==> src/rtl/key_voice_allocator_if.sv <==
// Keycode-in / highlight-and-voice-out bundle between the USB path, the allocator and the renderer.
interface key_voice_allocator_if;
  logic [31:0] keycode;
  logic [3:0]  highlighter_0;
  logic [3:0]  highlighter_1;
  logic [3:0]  highlighter_2;
  logic [3:0]  highlighter_3;
  logic [3:0]  slot_active;
  logic [3:0]  slot_held;
  logic [3:0]  note_on_pulse;
  logic [3:0]  note_off_pulse;
  logic        busy;

  modport master (
    output keycode,
    input  highlighter_0, highlighter_1, highlighter_2, highlighter_3,
    input  slot_active, slot_held, note_on_pulse, note_off_pulse, busy
  );

  modport slave (
    input  keycode,
    output highlighter_0, highlighter_1, highlighter_2, highlighter_3,
    output slot_active, slot_held, note_on_pulse, note_off_pulse, busy
  );
endinterface

==> src/rtl/key_voice_allocator.sv <==
// Maps HID keycodes to notes 1..12 and assigns them to 4 stable voice slots with a release linger.
// Optional macro KEY_ALLOC_STEAL_EN: when no slot is free, steal the releasing slot closest to expiry.
module key_voice_slot #(
  parameter int CNT_W = 6
) (
  input  logic             Clk,
  input  logic             Reset_n,
  input  logic             tick,
  input  logic             wr,
  input  logic [3:0]       wr_note,
  input  logic             wr_active,
  input  logic             wr_held,
  input  logic [CNT_W-1:0] wr_cnt,
  output logic [3:0]       note,
  output logic             active,
  output logic             held,
  output logic [CNT_W-1:0] cnt
);
  // note is cleared whenever the slot frees, so it doubles as the highlighter register
  always_ff @(posedge Clk or negedge Reset_n) begin
    if (!Reset_n) begin
      note   <= '0;
      active <= 1'b0;
      held   <= 1'b0;
      cnt    <= '0;
    end else if (wr) begin
      note   <= wr_note;
      active <= wr_active;
      held   <= wr_held;
      cnt    <= wr_cnt;
    end else if (tick && active && !held) begin
      if (cnt <= CNT_W'(1)) begin
        note   <= '0;
        active <= 1'b0;
        cnt    <= '0;
      end else begin
        cnt <= cnt - CNT_W'(1);
      end
    end
  end
endmodule

module key_voice_allocator #(
  parameter int RELEASE_FRAMES = 15,
  parameter int CNT_W          = 6
) (
  input  logic Clk,
  input  logic Reset_n,
  input  logic frame_clk,
  key_voice_allocator_if.slave bus
);
  localparam int NUM_SLOTS = 4;

  typedef enum logic [2:0] {
    IDLE, DECODE, RELEASE, ALLOC0, ALLOC1, ALLOC2, ALLOC3
  } state_t;

  state_t state, state_nxt;

  logic [2:0]                            fsync;
  logic                                  tick;
  logic [31:0]                           last_kc;
  logic [NUM_SLOTS-1:0][3:0]             n_reg, dec_n;
  logic [12:0]                           mask_reg, dec_mask;
  logic                                  is_alloc;
  logic [1:0]                            alloc_idx;
  logic [3:0]                            cur_n;

  logic [NUM_SLOTS-1:0][3:0]             note, w_note;
  logic [NUM_SLOTS-1:0]                  active, held, w_active, w_held, wr;
  logic [NUM_SLOTS-1:0][CNT_W-1:0]       cnt, w_cnt;
  logic [NUM_SLOTS-1:0]                  on_nxt, off_nxt, on_pulse, off_pulse;

  logic       hit_any, free_any, steal_any;
  logic [1:0] hit_s, free_s, steal_s;

  function automatic logic [3:0] key_to_note(input logic [7:0] code);
    case (code)
      8'h04: key_to_note = 4'd1;
      8'h1A: key_to_note = 4'd2;
      8'h16: key_to_note = 4'd3;
      8'h08: key_to_note = 4'd4;
      8'h07: key_to_note = 4'd5;
      8'h09: key_to_note = 4'd6;
      8'h17: key_to_note = 4'd7;
      8'h0A: key_to_note = 4'd8;
      8'h1C: key_to_note = 4'd9;
      8'h0B: key_to_note = 4'd10;
      8'h18: key_to_note = 4'd11;
      8'h0D: key_to_note = 4'd12;
      default: key_to_note = 4'd0;
    endcase
  endfunction

  // frame_clk crosses in through two flops; the third flop feeds the rising-edge detect
  always_ff @(posedge Clk or negedge Reset_n) begin
    if (!Reset_n) fsync <= '0;
    else          fsync <= {fsync[1:0], frame_clk};
  end
  assign tick = fsync[1] & ~fsync[2];

  always_ff @(posedge Clk or negedge Reset_n) begin
    if (!Reset_n) state <= IDLE;
    else          state <= state_nxt;
  end

  always_comb begin
    state_nxt = state;
    case (state)
      IDLE:    if (bus.keycode != last_kc) state_nxt = DECODE;
      DECODE:  state_nxt = RELEASE;
      RELEASE: state_nxt = ALLOC0;
      ALLOC0:  state_nxt = ALLOC1;
      ALLOC1:  state_nxt = ALLOC2;
      ALLOC2:  state_nxt = ALLOC3;
      ALLOC3:  state_nxt = IDLE;
      default: state_nxt = IDLE;
    endcase
  end

  always_comb begin
    is_alloc  = 1'b0;
    alloc_idx = 2'd0;
    case (state)
      ALLOC0: begin is_alloc = 1'b1; alloc_idx = 2'd0; end
      ALLOC1: begin is_alloc = 1'b1; alloc_idx = 2'd1; end
      ALLOC2: begin is_alloc = 1'b1; alloc_idx = 2'd2; end
      ALLOC3: begin is_alloc = 1'b1; alloc_idx = 2'd3; end
      default: ;
    endcase
  end
  assign bus.busy = (state != IDLE);

  // later duplicates of an already-seen note are dropped so each note claims one slot
  always_comb begin
    dec_n    = '0;
    dec_mask = '0;
    for (int i = 0; i < NUM_SLOTS; i++) begin
      dec_n[i] = key_to_note(last_kc[8*i +: 8]);
      for (int j = 0; j < i; j++)
        if (dec_n[i] == dec_n[j]) dec_n[i] = 4'd0;
      if (dec_n[i] != 4'd0) dec_mask[dec_n[i]] = 1'b1;
    end
  end

  always_ff @(posedge Clk or negedge Reset_n) begin
    if (!Reset_n) begin
      last_kc  <= '0;
      n_reg    <= '0;
      mask_reg <= '0;
    end else begin
      if (state == IDLE && bus.keycode != last_kc) last_kc <= bus.keycode;
      if (state == DECODE) begin
        n_reg    <= dec_n;
        mask_reg <= dec_mask;
      end
    end
  end

  assign cur_n = n_reg[alloc_idx];

  // slot lookups for the current ALLOC note: existing owner, lowest free, steal victim
  always_comb begin
    hit_any   = 1'b0;
    hit_s     = 2'd0;
    free_any  = 1'b0;
    free_s    = 2'd0;
    steal_any = 1'b0;
    steal_s   = 2'd0;
    for (int s = 0; s < NUM_SLOTS; s++)
      if (active[s] && note[s] == cur_n) begin
        hit_any = 1'b1;
        hit_s   = 2'(s);
      end
    for (int s = NUM_SLOTS-1; s >= 0; s--)
      if (!active[s]) begin
        free_any = 1'b1;
        free_s   = 2'(s);
      end
    for (int s = 0; s < NUM_SLOTS; s++)
      if (active[s] && !held[s] && (!steal_any || cnt[s] < cnt[steal_s])) begin
        steal_any = 1'b1;
        steal_s   = 2'(s);
      end
  end

  always_comb begin
    wr       = '0;
    w_note   = note;
    w_active = active;
    w_held   = held;
    w_cnt    = cnt;
    on_nxt   = '0;
    off_nxt  = '0;
    if (state == RELEASE) begin
      for (int s = 0; s < NUM_SLOTS; s++)
        if (held[s] && !mask_reg[note[s]]) begin
          wr[s]      = 1'b1;
          w_held[s]  = 1'b0;
          w_cnt[s]   = CNT_W'(RELEASE_FRAMES);
          off_nxt[s] = 1'b1;
          if (RELEASE_FRAMES == 0) begin
            w_active[s] = 1'b0;
            w_note[s]   = 4'd0;
          end
        end
    end else if (is_alloc && cur_n != 4'd0) begin
      if (hit_any) begin
        if (!held[hit_s]) begin
          wr[hit_s]     = 1'b1;
          w_held[hit_s] = 1'b1;
          w_cnt[hit_s]  = '0;
          on_nxt[hit_s] = 1'b1;
        end
      end else if (free_any) begin
        wr[free_s]       = 1'b1;
        w_note[free_s]   = cur_n;
        w_active[free_s] = 1'b1;
        w_held[free_s]   = 1'b1;
        w_cnt[free_s]    = '0;
        on_nxt[free_s]   = 1'b1;
      end
`ifdef KEY_ALLOC_STEAL_EN
      else if (steal_any) begin
        // victim already sent its note-off when it was released
        wr[steal_s]       = 1'b1;
        w_note[steal_s]   = cur_n;
        w_active[steal_s] = 1'b1;
        w_held[steal_s]   = 1'b1;
        w_cnt[steal_s]    = '0;
        on_nxt[steal_s]   = 1'b1;
      end
`else
      else if (steal_any && 1'b0) begin
        wr[steal_s] = 1'b0;
      end
`endif
    end
  end

  for (genvar g = 0; g < NUM_SLOTS; g++) begin : g_slot
    key_voice_slot #(.CNT_W(CNT_W)) u_slot (
      .Clk       (Clk),
      .Reset_n   (Reset_n),
      .tick      (tick),
      .wr        (wr[g]),
      .wr_note   (w_note[g]),
      .wr_active (w_active[g]),
      .wr_held   (w_held[g]),
      .wr_cnt    (w_cnt[g]),
      .note      (note[g]),
      .active    (active[g]),
      .held      (held[g]),
      .cnt       (cnt[g])
    );
  end

  always_ff @(posedge Clk or negedge Reset_n) begin
    if (!Reset_n) begin
      on_pulse  <= '0;
      off_pulse <= '0;
    end else begin
      on_pulse  <= on_nxt;
      off_pulse <= off_nxt;
    end
  end

  assign bus.highlighter_0  = note[0];
  assign bus.highlighter_1  = note[1];
  assign bus.highlighter_2  = note[2];
  assign bus.highlighter_3  = note[3];
  assign bus.slot_active    = active;
  assign bus.slot_held      = held;
  assign bus.note_on_pulse  = on_pulse;
  assign bus.note_off_pulse = off_pulse;
endmodule

==> src/flat_wrapper.sv <==
// flat-port wrapper written by rule: the top's interface ports become plain ports
module key_voice_allocator_flat 
#(
  parameter int RELEASE_FRAMES = 15,
  parameter int CNT_W          = 6
)
  (Clk, Reset_n, frame_clk, bus_keycode, bus_highlighter_0, bus_highlighter_1, bus_highlighter_2, bus_highlighter_3, bus_slot_active, bus_slot_held, bus_note_on_pulse, bus_note_off_pulse, bus_busy);
  key_voice_allocator_if bus_i ();
  input  logic Clk;
  input  logic Reset_n;
  input  logic frame_clk;
  input wire logic [$bits(bus_i.keycode)-1:0] bus_keycode;
  output wire logic [$bits(bus_i.highlighter_0)-1:0] bus_highlighter_0;
  output wire logic [$bits(bus_i.highlighter_1)-1:0] bus_highlighter_1;
  output wire logic [$bits(bus_i.highlighter_2)-1:0] bus_highlighter_2;
  output wire logic [$bits(bus_i.highlighter_3)-1:0] bus_highlighter_3;
  output wire logic [$bits(bus_i.slot_active)-1:0] bus_slot_active;
  output wire logic [$bits(bus_i.slot_held)-1:0] bus_slot_held;
  output wire logic [$bits(bus_i.note_on_pulse)-1:0] bus_note_on_pulse;
  output wire logic [$bits(bus_i.note_off_pulse)-1:0] bus_note_off_pulse;
  output wire logic [$bits(bus_i.busy)-1:0] bus_busy;
  assign bus_i.keycode = bus_keycode;
  assign bus_highlighter_0 = bus_i.highlighter_0;
  assign bus_highlighter_1 = bus_i.highlighter_1;
  assign bus_highlighter_2 = bus_i.highlighter_2;
  assign bus_highlighter_3 = bus_i.highlighter_3;
  assign bus_slot_active = bus_i.slot_active;
  assign bus_slot_held = bus_i.slot_held;
  assign bus_note_on_pulse = bus_i.note_on_pulse;
  assign bus_note_off_pulse = bus_i.note_off_pulse;
  assign bus_busy = bus_i.busy;
  key_voice_allocator #(.RELEASE_FRAMES(RELEASE_FRAMES), .CNT_W(CNT_W)) u_core (.Clk(Clk), .Reset_n(Reset_n), .frame_clk(frame_clk), .bus(bus_i));
endmodule
==> config.mk <==
export PLATFORM = sky130hd
export DESIGN_NAME = key_voice_allocator_flat
export DESIGN_NICKNAME = d
export VERILOG_FILES = /design/src/rtl/key_voice_allocator_if.sv /design/src/rtl/key_voice_allocator.sv /design/src/flat_wrapper.sv
export SDC_FILE = /design/constraint.sdc
export NUM_CORES = 1
export LEC_CHECK = 0
export BUFFER_PORTS_ARGS = -buffer_cell sky130_fd_sc_hd__buf_2
export CORE_MARGIN = 2
export CORE_UTILIZATION = 40
export DETAILED_ROUTE_END_ITERATION = 6
export GPL_TIMING_DRIVEN = 1
export PLACE_DENSITY_LB_ADDON = 0.25
export SLEW_MARGIN = 20
export SYNTH_ARGS = -nofsm -noshare
export SYNTH_HDL_FRONTEND = slang
export SYNTH_HIERARCHICAL = 1
export SYNTH_SLANG_ARGS = --single-unit
==> constraint.sdc <==
create_clock -name Clk -period 3.9 [get_ports Clk]
set_clock_uncertainty 0.2 [all_clocks]
set_input_delay 0.39 -clock Clk [delete_from_list [all_inputs] [get_ports Clk]]
set_output_delay 0.39 -clock Clk [all_outputs]
set_load 0.01 [all_outputs]
; ---- Word level (Yosys, flattened, before mapping)
; Memories as Yosys holds them, arrays and structs flattened.
; Index checks and enable logic that the tools add are counted.
[totals]
regBits = 123
inputBits = 35
latch_bits = 0
out_inout_bits = 33
elab_cells = 325
ram_bits = 0
mem_bits_ro = 512
n_memories = 4
[classes]
order_cmp = 21
n_reduce_logical = 66
n_bitwise = 12
n_shift = 0
n_mux = 137
div_mod_pow = 0
n_addsub = 4
n_mul = 0
n_eq_ne = 55
[mem_list]
columns = memory, words, word_bits, read_ports, rd_ports_with_merged_regs, write_ports, line_no
row1 = (name not given), 32, 4, 1, 0, 0, key_voice_allocator.sv:78  ; case (code)
row2 = (name not given), 32, 4, 1, 0, 0, key_voice_allocator.sv:78
row3 = (name not given), 32, 4, 1, 0, 0, key_voice_allocator.sv:78
row4 = (name not given), 32, 4, 1, 0, 0, key_voice_allocator.sv:78
[op_table]
columns = op, count
row1 = 4-bit two-way mux, 40
row2 = 24-bit two-way mux, 5
row3 = 6-bit two-way mux, 18
row4 = 16-bit two-way mux, 4
row5 = 13-bit two-way mux, 4
row6 = 24-bit bitwise AND, 2
row7 = 24-bit inverter, 2
row8 = 2-bit inequality test (second input constant), 21
row9 = 1-bit two-way mux, 41
row10 = 4-bit == test, 10
row11 = 4-bit by 5-bit < comparator with 1-bit output (second input constant), 8
row12 = 5-bit AND reduction, 8
row13 = 13-bit bitwise OR, 3
row14 = 32-bit inequality test, 1
row15 = 4-bit inequality test (second input constant), 8
row16 = 3-bit inequality test (second input constant), 9
row17 = 6-bit demux with 2-bit select, 2
row18 = 6-bit by 1-bit less-or-equal comparator with 1-bit output (second input constant), 4
row19 = 1-bit logical AND, 24
row20 = 6-bit AND reduction, 4
row21 = 6-bit by 1-bit subtractor with 6-bit output (second input constant), 4
row22 = 4-bit nonzero test, 5
row23 = 3-bit one-hot mux with 6 select lines, 1
row24 = 2-bit nonzero test, 9
row25 = 23 further kinds, 58

; ---- Logic depth before layout (Yosys ltp)
; Gate-level depths: netlist of run 1.
[depth]
ltp_word = 20
ltp_mapped = 17
depth_no_buf = 13

; ---- By module
; The synthesis of run 1 kept the hierarchy.
[by_module_without_submodules]
columns = mod, seq_area_each_um2, n_inst, cells_per_inst, area_per_inst_um2
row1 = key_voice_allocator, 1851.8, 1, 740, 6800.3
row2 = key_voice_slot, 300.3, 4, 68, 659.4

; ---- Worst setup path before layout of run 1
; Ideal clock, no wire load.
[synth_timing]
path_kind = register -> register
from = register u_core.state[0]
to = register u_core.g_slot[0].u_slot.cnt[4]
required_ns = 3.631
period_less_slack_ns = 3.923
arrival_time_ns = 3.654
setup_time_ns = 0.069
slack_ns = -0.023
n_path_buf = 4
stages_incl_launch_ff = 15
cell_sequence = dfrtp_1 buf_2 nand2b_1 mux4_2 buf_2 o41ai_1 nand4b_1 or2_2 clkbuf_1 o31ai_1 or2_2 inv_1 buf_1 o311ai_0 nand3_1
[synth_between]
elab_cells_between_ends = 53
classes_between = order compare: 2 / eq/ne: 13 / mux: 26 / bitwise: 2 / reduce/logical: 10
[synth_rtl]
columns = item, line_no
row1 = from (decl), key_voice_allocator.sv:58  ; state_t state, state_nxt;
row2 = from (signal assigned), key_voice_allocator.sv:104  ; else state <= state_nxt;
row3 = 3-bit == test, key_voice_allocator.sv:124  ; case (state)
row4 = 2-bit one-hot mux with 3 select lines, key_voice_allocator.sv:124
row5 = 4-bit binary-select mux with 2-bit select, key_voice_allocator.sv:160  ; assign cur_n = n_reg[alloc_idx];
row6 = 4-bit two-way mux (not written as such), key_voice_allocator.sv:160
row7 = 4-bit == test, key_voice_allocator.sv:171  ; if (active[s] && note[s] == cur_n) begin
row8 = 1-bit logical AND, key_voice_allocator.sv:171
row9 = 1-bit two-way mux, key_voice_allocator.sv:171
row10 = 2-bit two-way mux (2 in series), key_voice_allocator.sv:171
row11 = [3 not listed], --
row12 = 1-bit demux with 2-bit select, --
row13 = 4-bit two-way mux, key_voice_allocator.sv:209  ; if (!held[hit_s]) begin
row14 = 4-bit two-way mux, key_voice_allocator.sv:208  ; if (hit_any) begin
row15 = 4-bit two-way mux, key_voice_allocator.sv:207  ; end else if (is_alloc && cur_n != 4'd0) begin
row16 = 4-bit two-way mux *, key_voice_allocator.sv:195  ; if (state == RELEASE) begin
row17 = net u_core.wr[0], key_voice_allocator.sv:70  ; logic [NUM_SLOTS-1:0] active, held, w_active, w_held, wr;
row18 = 4-bit inequality test (no source line) (tied with other cells), --
row19 = 5-bit AND reduction (no source line), --
row20 = to (signal assigned), key_voice_allocator.sv:30  ; cnt <= wr_cnt;
row21 = to (signal assigned), key_voice_allocator.sv:37  ; cnt <= cnt - CNT_W'(1);
row22 = to (decl), key_voice_allocator.sv:17  ; output logic [CNT_W-1:0] cnt
; Mark *: on every way through the listed nets, which the timed path passes. The rest lies on a longest branch. The select of a mux whose other input is x is not followed.
; A chain may end at the register's enable or synchronous reset.

; ---- Worst setup path in the final report of run 1
[layout_timing]
from = register u_core.last_kc[1]
to = register u_core/n_reg[15] (netlist bit)
[layout_between]
elab_chain_cells = 8
elab_cells_between_ends = 14
classes_between = eq/ne: 6 / mux: 7 / memory: 1
[layout_rtl]
columns = item, line_no
row1 = from (decl), key_voice_allocator.sv:62  ; logic [31:0] last_kc;
row2 = from (signal assigned), key_voice_allocator.sv:152  ; if (state == IDLE && bus.keycode != last_kc) last_kc <= bus.keycode;
row3 = memory read 32 x 4 bit *, --
row4 = 4-bit two-way mux *, key_voice_allocator.sv:78
row5 = 4-bit == test, key_voice_allocator.sv:141  ; if (dec_n[i] == dec_n[j]) dec_n[i] = 4'd0;
row6 = 4-bit two-way mux, key_voice_allocator.sv:141
row7 = 4-bit == test, key_voice_allocator.sv:141
row8 = 4-bit two-way mux, key_voice_allocator.sv:141
row9 = 4-bit == test, key_voice_allocator.sv:141
row10 = 4-bit two-way mux *, key_voice_allocator.sv:141
row11 = to (signal assigned), key_voice_allocator.sv:154  ; n_reg <= dec_n;
row12 = to (decl), key_voice_allocator.sv:63  ; logic [NUM_SLOTS-1:0][3:0] n_reg, dec_n;
; Every way passes the cells marked *; elsewhere a longest branch is shown, timed or not.

==> qor.yml, run 1 <==
finalWeightedCongestion: 0.907
path_cells: "buf_4 > or4b_4 > nand3_4 > nand4_2 > o32ai_4 > nor2_2 > or4_4 > a31oi_4 > o311ai_1 > a211oi_4 > buf_12 > o41ai_1"
final_net_count: 1177
cp.depth: 12
worst_slew_pin_slew_ns: 0.916
syn_nets: 1067
largest_reg_flops: 32
clk_pin_slew_ns: 0.06
cts_buffers: 17
synth-edff-count: 0
diodes: 0
crit_type: "register to register"
mostFrequentLayoutCells: "dfrtp_1 (120), nand2_1 (109), buf_4 (73), nor2_1 (68), buf_2 (66)"
holdWs_ns: 0.0182
ys_types: 93
grt_pass1_vias: 7871
layout.area.seq_um2: 3060
cts_tree: "done"
peakVddDrop_mv: 0.469
final_common_cell: "dfrtp_1"
cpPeakStageDelay_ns: 0.56
ios: 68
core_area_um2: 23300
port_buffers: 67
slowest_stage: "or4_4"
hold_viol: 0
initial_core_util_pct: 40.4
ys_seq_area_share_pct: 32.3
wl_mm: 25.7
wire_per_inst_um: 17.7
grt_pass1_wl_mm: 41.5
via_per_inst: 5.68
htree_num_levels: 4
cts-root-buf: "clkbuf_16"
slew_viol_final: 0
required_ns: 3.96
status: "finished clean"
n_fill_cell: 2201
hold_depth: 2
critPathCaptureType: "register"
ys_ff_latch: 122
reg.largest.list: "u_core/last_kc (32), u_core/g_slot.u_slot/cnt (24)"
cts_sinks: 122
synthTopCellsByArea: "dfrtp_1 (32%), mux2_2 (6.9%), xnor2_1 (5.7%)"
critical_path_buf_inv_count: 2
slew_headroom_pct: 39.0
power_mw: 6.95
hp-class: "primary input to register"
grt_use_total_pct: 21.1
worst-path-max-fanout: 16
max_clock_freq_ghz: 0.266
worst_slack_ns: 0.135
vias: 8260
fp.dieW_um: 158
antenna_found_initial: 0
r2r_cells: 12
firstDrtPassIters: 5
pre_cts_ws_ns: 0.0203
die_h_um: 158
netlist_instances: 1012
synth_flop_cell: "dfrtp_1"
overflow: 0
path_delay_family: "simple AND/OR/NAND/NOR gates"
drc: 0
setup_viol: 0
startpoint_type: "register"
synthDominantCellAreaShare_pct: 32.3
ys_async_sr_fraction_pct: 100
insertion_delay_ns: 0.43
finalCritPeriodShare_pct: 96.5
top_register: "u_core/last_kc"
worstPathArrival_ns: 3.82
final_util_pct: 48.4
area_growth_pct: 19.6
powerDensity_nw_per_um2: 615
p_leak_nw: 4.70
synth-warning-count: 6
yosysTopAreaCell: "dfrtp_1"
die_area_um2: 24800
dp_hpwl_mm: 18.7
grt_max_degree: 75
maxCapViolCount: 0
drt_iter0_markers: 579
setup_tns_ns: 0
netlist_area_um2: 9440
multi_input_area_um2: 6030
postRouteAntennaNets: 0
rsz0062_at_grt: "yes"
num_rows: 56
period_needed_ns: 3.76
clockBufferDepth: 2
drive_gt1_share_pct: 28.5
avgSynthCellArea_um2: 9.33
where the power goes:
group	internal, mW	switching (mW)	leakage [nW]
Combinational	1.47	1.88	2.78
Clock	1.18	0.611	0.315
Sequential	1.50	0.311	1.60
through the flow:
step / std cells / instance area (µm²)
finish: 1454 / 11300
global route: 1454 / 11300
CTS: 1447 / 11200
detailed placement: 1409 / 10500
global placement: 1409 / 10500
floorplan: 1012 / 9450
cell usage after synthesis (21+ instances only):
cell type and instances:
mux2_2 58, dfrtp_1 122, nand2_1 110, xnor2_1 61, inv_1 41, clkbuf_1 32, o21ai_0 41, nor2_1 68
a21oi_1 27, nand3_1 21, o21ai_1 22
layout make-up:
cell class | instances | area share, %
clock buffer | 21 | 4.17
tap | 319 | 3.54
inverter | 41 | 1.43
sequential | 122 | 27.1
timing repair buffer | 147 | 8.67
multi-input combinational | 793 | 53.4
clock inverter | 11 | 1.70
cells by family after synthesis:
kind of cell / share of synthesized area [%]
xor gates and xnor gates: 6.58
AOI/OAI and AO/OA: 20.0
muxes: 10.9
adders and majority gates: 2.65
buffers and inverters: 4.44
and+or+nand+nor: 23.1
DFF: 32.3
final timing paths:
kind	start	slack [ns]	to
setup / recovery	u_core/last_kc[1]	0.14	u_core/n_reg[15]
hold / removal	bus_keycode[12]	0.02	u_core/last_kc[12]
setup reg to reg	u_core/last_kc[1]	0.14	u_core/n_reg[15]
hold reg to reg	u_core/fsync[0]	0.16	u_core/fsync[1]
max in group asynchronous	Reset_n	2.26	u_core/last_kc[4]
min in group asynchronous	Reset_n	0.35	u_core/g_slot[1].u_slot/cnt[5]
worst register-to-register path, delay by kind of cell, from the launching register on:
kind | cells | cell delay, ns
simple gates | 5 | 1.50
compound gates | 5 | 1.18
flops | 1 | 0.37
buf+inv | 2 | 0.35
timing repair:
item / in CTS / in global routing
setup endpoints to repair: 0 / 63
hold buffers: 6 / 0
setup buffers: 0 / 7
endpoints found under the hold margin: 53 / 0
gates resized for setup: 0 / 20
metal layers:
layer / wire length, µm / GRT usage [%] / up-vias / part of all wire (%)
li1: - / - / 4011 / -
met4: 521 / 6.97 / 0 / 2.0
met2: 11900 / 33.6 / 249 / 46
met5: 0 / 0 / - / 0
met1: 12000 / 29.0 / 3963 / 47
met3: 1270 / 4.05 / 37 / 4.9
(Power assumes the default switching activity.)
==> inputs of run 2 (changes only) <==
--- a/config.mk
+++ b/config.mk
@@ -7,10 +7,12 @@
 export LEC_CHECK = 0
 export BUFFER_PORTS_ARGS = -buffer_cell sky130_fd_sc_hd__buf_2
 export CORE_MARGIN = 2
-export CORE_UTILIZATION = 40
+export CORE_UTILIZATION = 30
 export DETAILED_ROUTE_END_ITERATION = 6
 export GPL_TIMING_DRIVEN = 1
+export HOLD_SLACK_MARGIN = 0.02
 export PLACE_DENSITY_LB_ADDON = 0.25
+export SETUP_SLACK_MARGIN = 0.4
 export SLEW_MARGIN = 20
 export SYNTH_ARGS = -nofsm -noshare
 export SYNTH_HDL_FRONTEND = slang
==> run 2 against run 1 <==
  * Via count up 6.5%
  * Setup slack better by 0.20 ns
  * Final area increased by 16%
  * Combinational power increased by 27%
  * Clock-buffer cell count shrank 1
  * Non-clock buffer count up 92
  * First-iteration DRC count down 18%
  * Utilization decreased by 5.8 points
  * Critical path type unchanged
  * Critical endpoint is now u_core/g_slot[2].u_slot/cnt[5]
  * Largest cell class unchanged
==> qor.yml, run 2 (synthesis gave the netlist of run 1 again) <==
drt_iter0_markers: 472
largest_reg_flops: 32
path_delay_family: "compound AO/OA/AOI/OAI gates"
vias: 8799
p_int_mw: 4.49
dp_hpwl_mm: 20.2
worst-path-max-fanout: 7
cts_sinks: 122
diodes: 0
drive_gt1_share_pct: 41.4
rsz0062_at_grt: "yes"
hold_viol: 0
clockBufferDepth: 2
p_leak_nw: 5.46
n_fill_cell: 2985
critPathCaptureType: "register"
p_comb_share_pct: 54.9
critical_path_buf_inv_count: 4
num_rows: 64
holdWs_ns: 0.0348
insertion_delay_ns: 0.44
initial_core_util_pct: 30.7
clk_pin_slew_ns: 0.06
slew_viol_final: 0
ios: 68
cts-root-buf: "clkbuf_16"
finalWeightedCongestion: 0.897
setup_tns_ns: 0
final_net_count: 1271
layout.area.seq_um2: 3060
die_area_um2: 32900
grt_use_total_pct: 17.7
r2r_cells: 13
port_buffers: 67
area_growth_pct: 38.8
power_mw: 7.73
powerDensity_nw_per_um2: 590
seqPwrFrac_pct: 23.3
mostFrequentLayoutCells: "dfrtp_1 (114), buf_4 (103), nand2_1 (90), buf_2 (66), nor2_1 (59)"
drc: 0
required_ns: 4.02
cp_common_cell: "buf_6"
postRouteAntennaNets: 0
firstDrtPassIters: 5
overflow: 0
core_area_um2: 30700
p_switching_mw: 3.24
wire_per_inst_um: 18.1
antenna_found_initial: 0
hold_depth: 2
status: "finished clean"
peakVddDrop_mv: 0.373
worst_slew_pin_slew_ns: 0.919
startpoint_type: "register"
multi_input_area_um2: 6820
grt_pass1_wl_mm: 46.8
setup_viol: 0
cts_buffers: 17
path_cells: "nand2b_4 > mux4_2 > buf_6 > buf_6 > o41ai_4 > nand4b_1 > buf_6 > nor3_4 > a31oi_2 > nand2b_1 > inv_2 > nand3_1 > o311ai_2"
htree_num_levels: 4
crit_type: "register to register"
hp-class: "primary input to register"
wl_mm: 29.4
top_register: "u_core/last_kc"
p_sw_share_pct: 41.9
grt_max_degree: 91
max_clock_freq_ghz: 0.281
finalCritPeriodShare_pct: 91.3
cpPeakStageDelay_ns: 0.60
fp.dieW_um: 181
maxCapViolCount: 0
period_needed_ns: 3.56
reg.largest.list: "u_core/last_kc (32), u_core/g_slot.u_slot/cnt (24)"
pwr-share-clk_pct: 21.8
slowest_stage: "mux4_2"
final_common_cell: "dfrtp_1"
cp.depth: 13
cts_tree: "done"
die_h_um: 181
slew_headroom_pct: 38.7
grt_pass1_vias: 8601
worstPathArrival_ns: 3.69
via_per_inst: 5.42
-- run 2: power groups by stage --
stage | Combinational (mW) | Sequential (mW) | Clock, mW
6_report | 4.24 | 1.80 | 1.68
5_1_grt | 4.55 | 1.85 | 1.78
4_1_cts | 3.84 | 1.79 | 1.72
3_5_place_dp | 3.35 | 1.84 | 0
3_3_place_gp | 3.33 | 1.82 | 0
2_1_floorplan | 2.57 | 1.71 | 0
-- run 2: final timing paths --
check / start / to / slack [ns]
max: u_core/state[0] / u_core/g_slot[2].u_slot/cnt[5] / 0.34
max in group asynchronous: Reset_n / u_core/g_slot[0].u_slot/note[0] / 2.25
min reg2reg: u_core/fsync[0] / u_core/fsync[1] / 0.15
min: bus_keycode[3] / u_core/last_kc[3] / 0.03
min in group asynchronous: Reset_n / u_core/g_slot[1].u_slot/note[1] / 0.42
max reg2reg: u_core/state[0] / u_core/g_slot[2].u_slot/cnt[5] / 0.34
-- run 2: through the flow --
| step | setup slack [ns] | cells | area [µm²] | util (%) |
|---|---|---|---|---|
| after floorplan | 0.354 | 1012 | 9540 | - |
| after global placement | 0.130 | 1483 | 10600 | 34.4 |
| after detailed placement | 0.0613 | 1483 | 10600 | 34.4 |
| after CTS | 0.332 | 1585 | 12100 | 39.2 |
| after global routing | 0.197 | 1624 | 13100 | 42.6 |
| final | 0.339 | 1624 | 13100 | 42.6 |
-- run 2: cell type report --
cell class | count | area share, %
sequential | 122 | 23.4
timing repair inverter | 1 | 0.0573
clock buffer | 20 | 3.56
tap | 396 | 3.78
multi-input combinational | 794 | 52.1
clock inverter | 11 | 1.10
inverter | 41 | 1.30
timing repair buffer | 239 | 14.8
-- run 2: routing by layer --
layer / vias up / share of wire [%] / track usage [%]
li1: 4198 / - / -
met1: 4338 / 45 / 23.1
met2: 211 / 49 / 29.7
met3: 52 / 3.4 / 2.96
met4: 0 / 2.5 / 6.28
met5: - / 0 / 0
-- run 2: what timing repair did --
item / 4_1_cts / 5_1_grt
pin swaps: 30 / 72
setup endpoints to repair: 65 / 63
setup buffers: 36 / 36
resized for setup: 54 / 160
hold endpoints to repair: 120 / 0
hold buffers: 33 / 0
gates cloned: 2 / 3
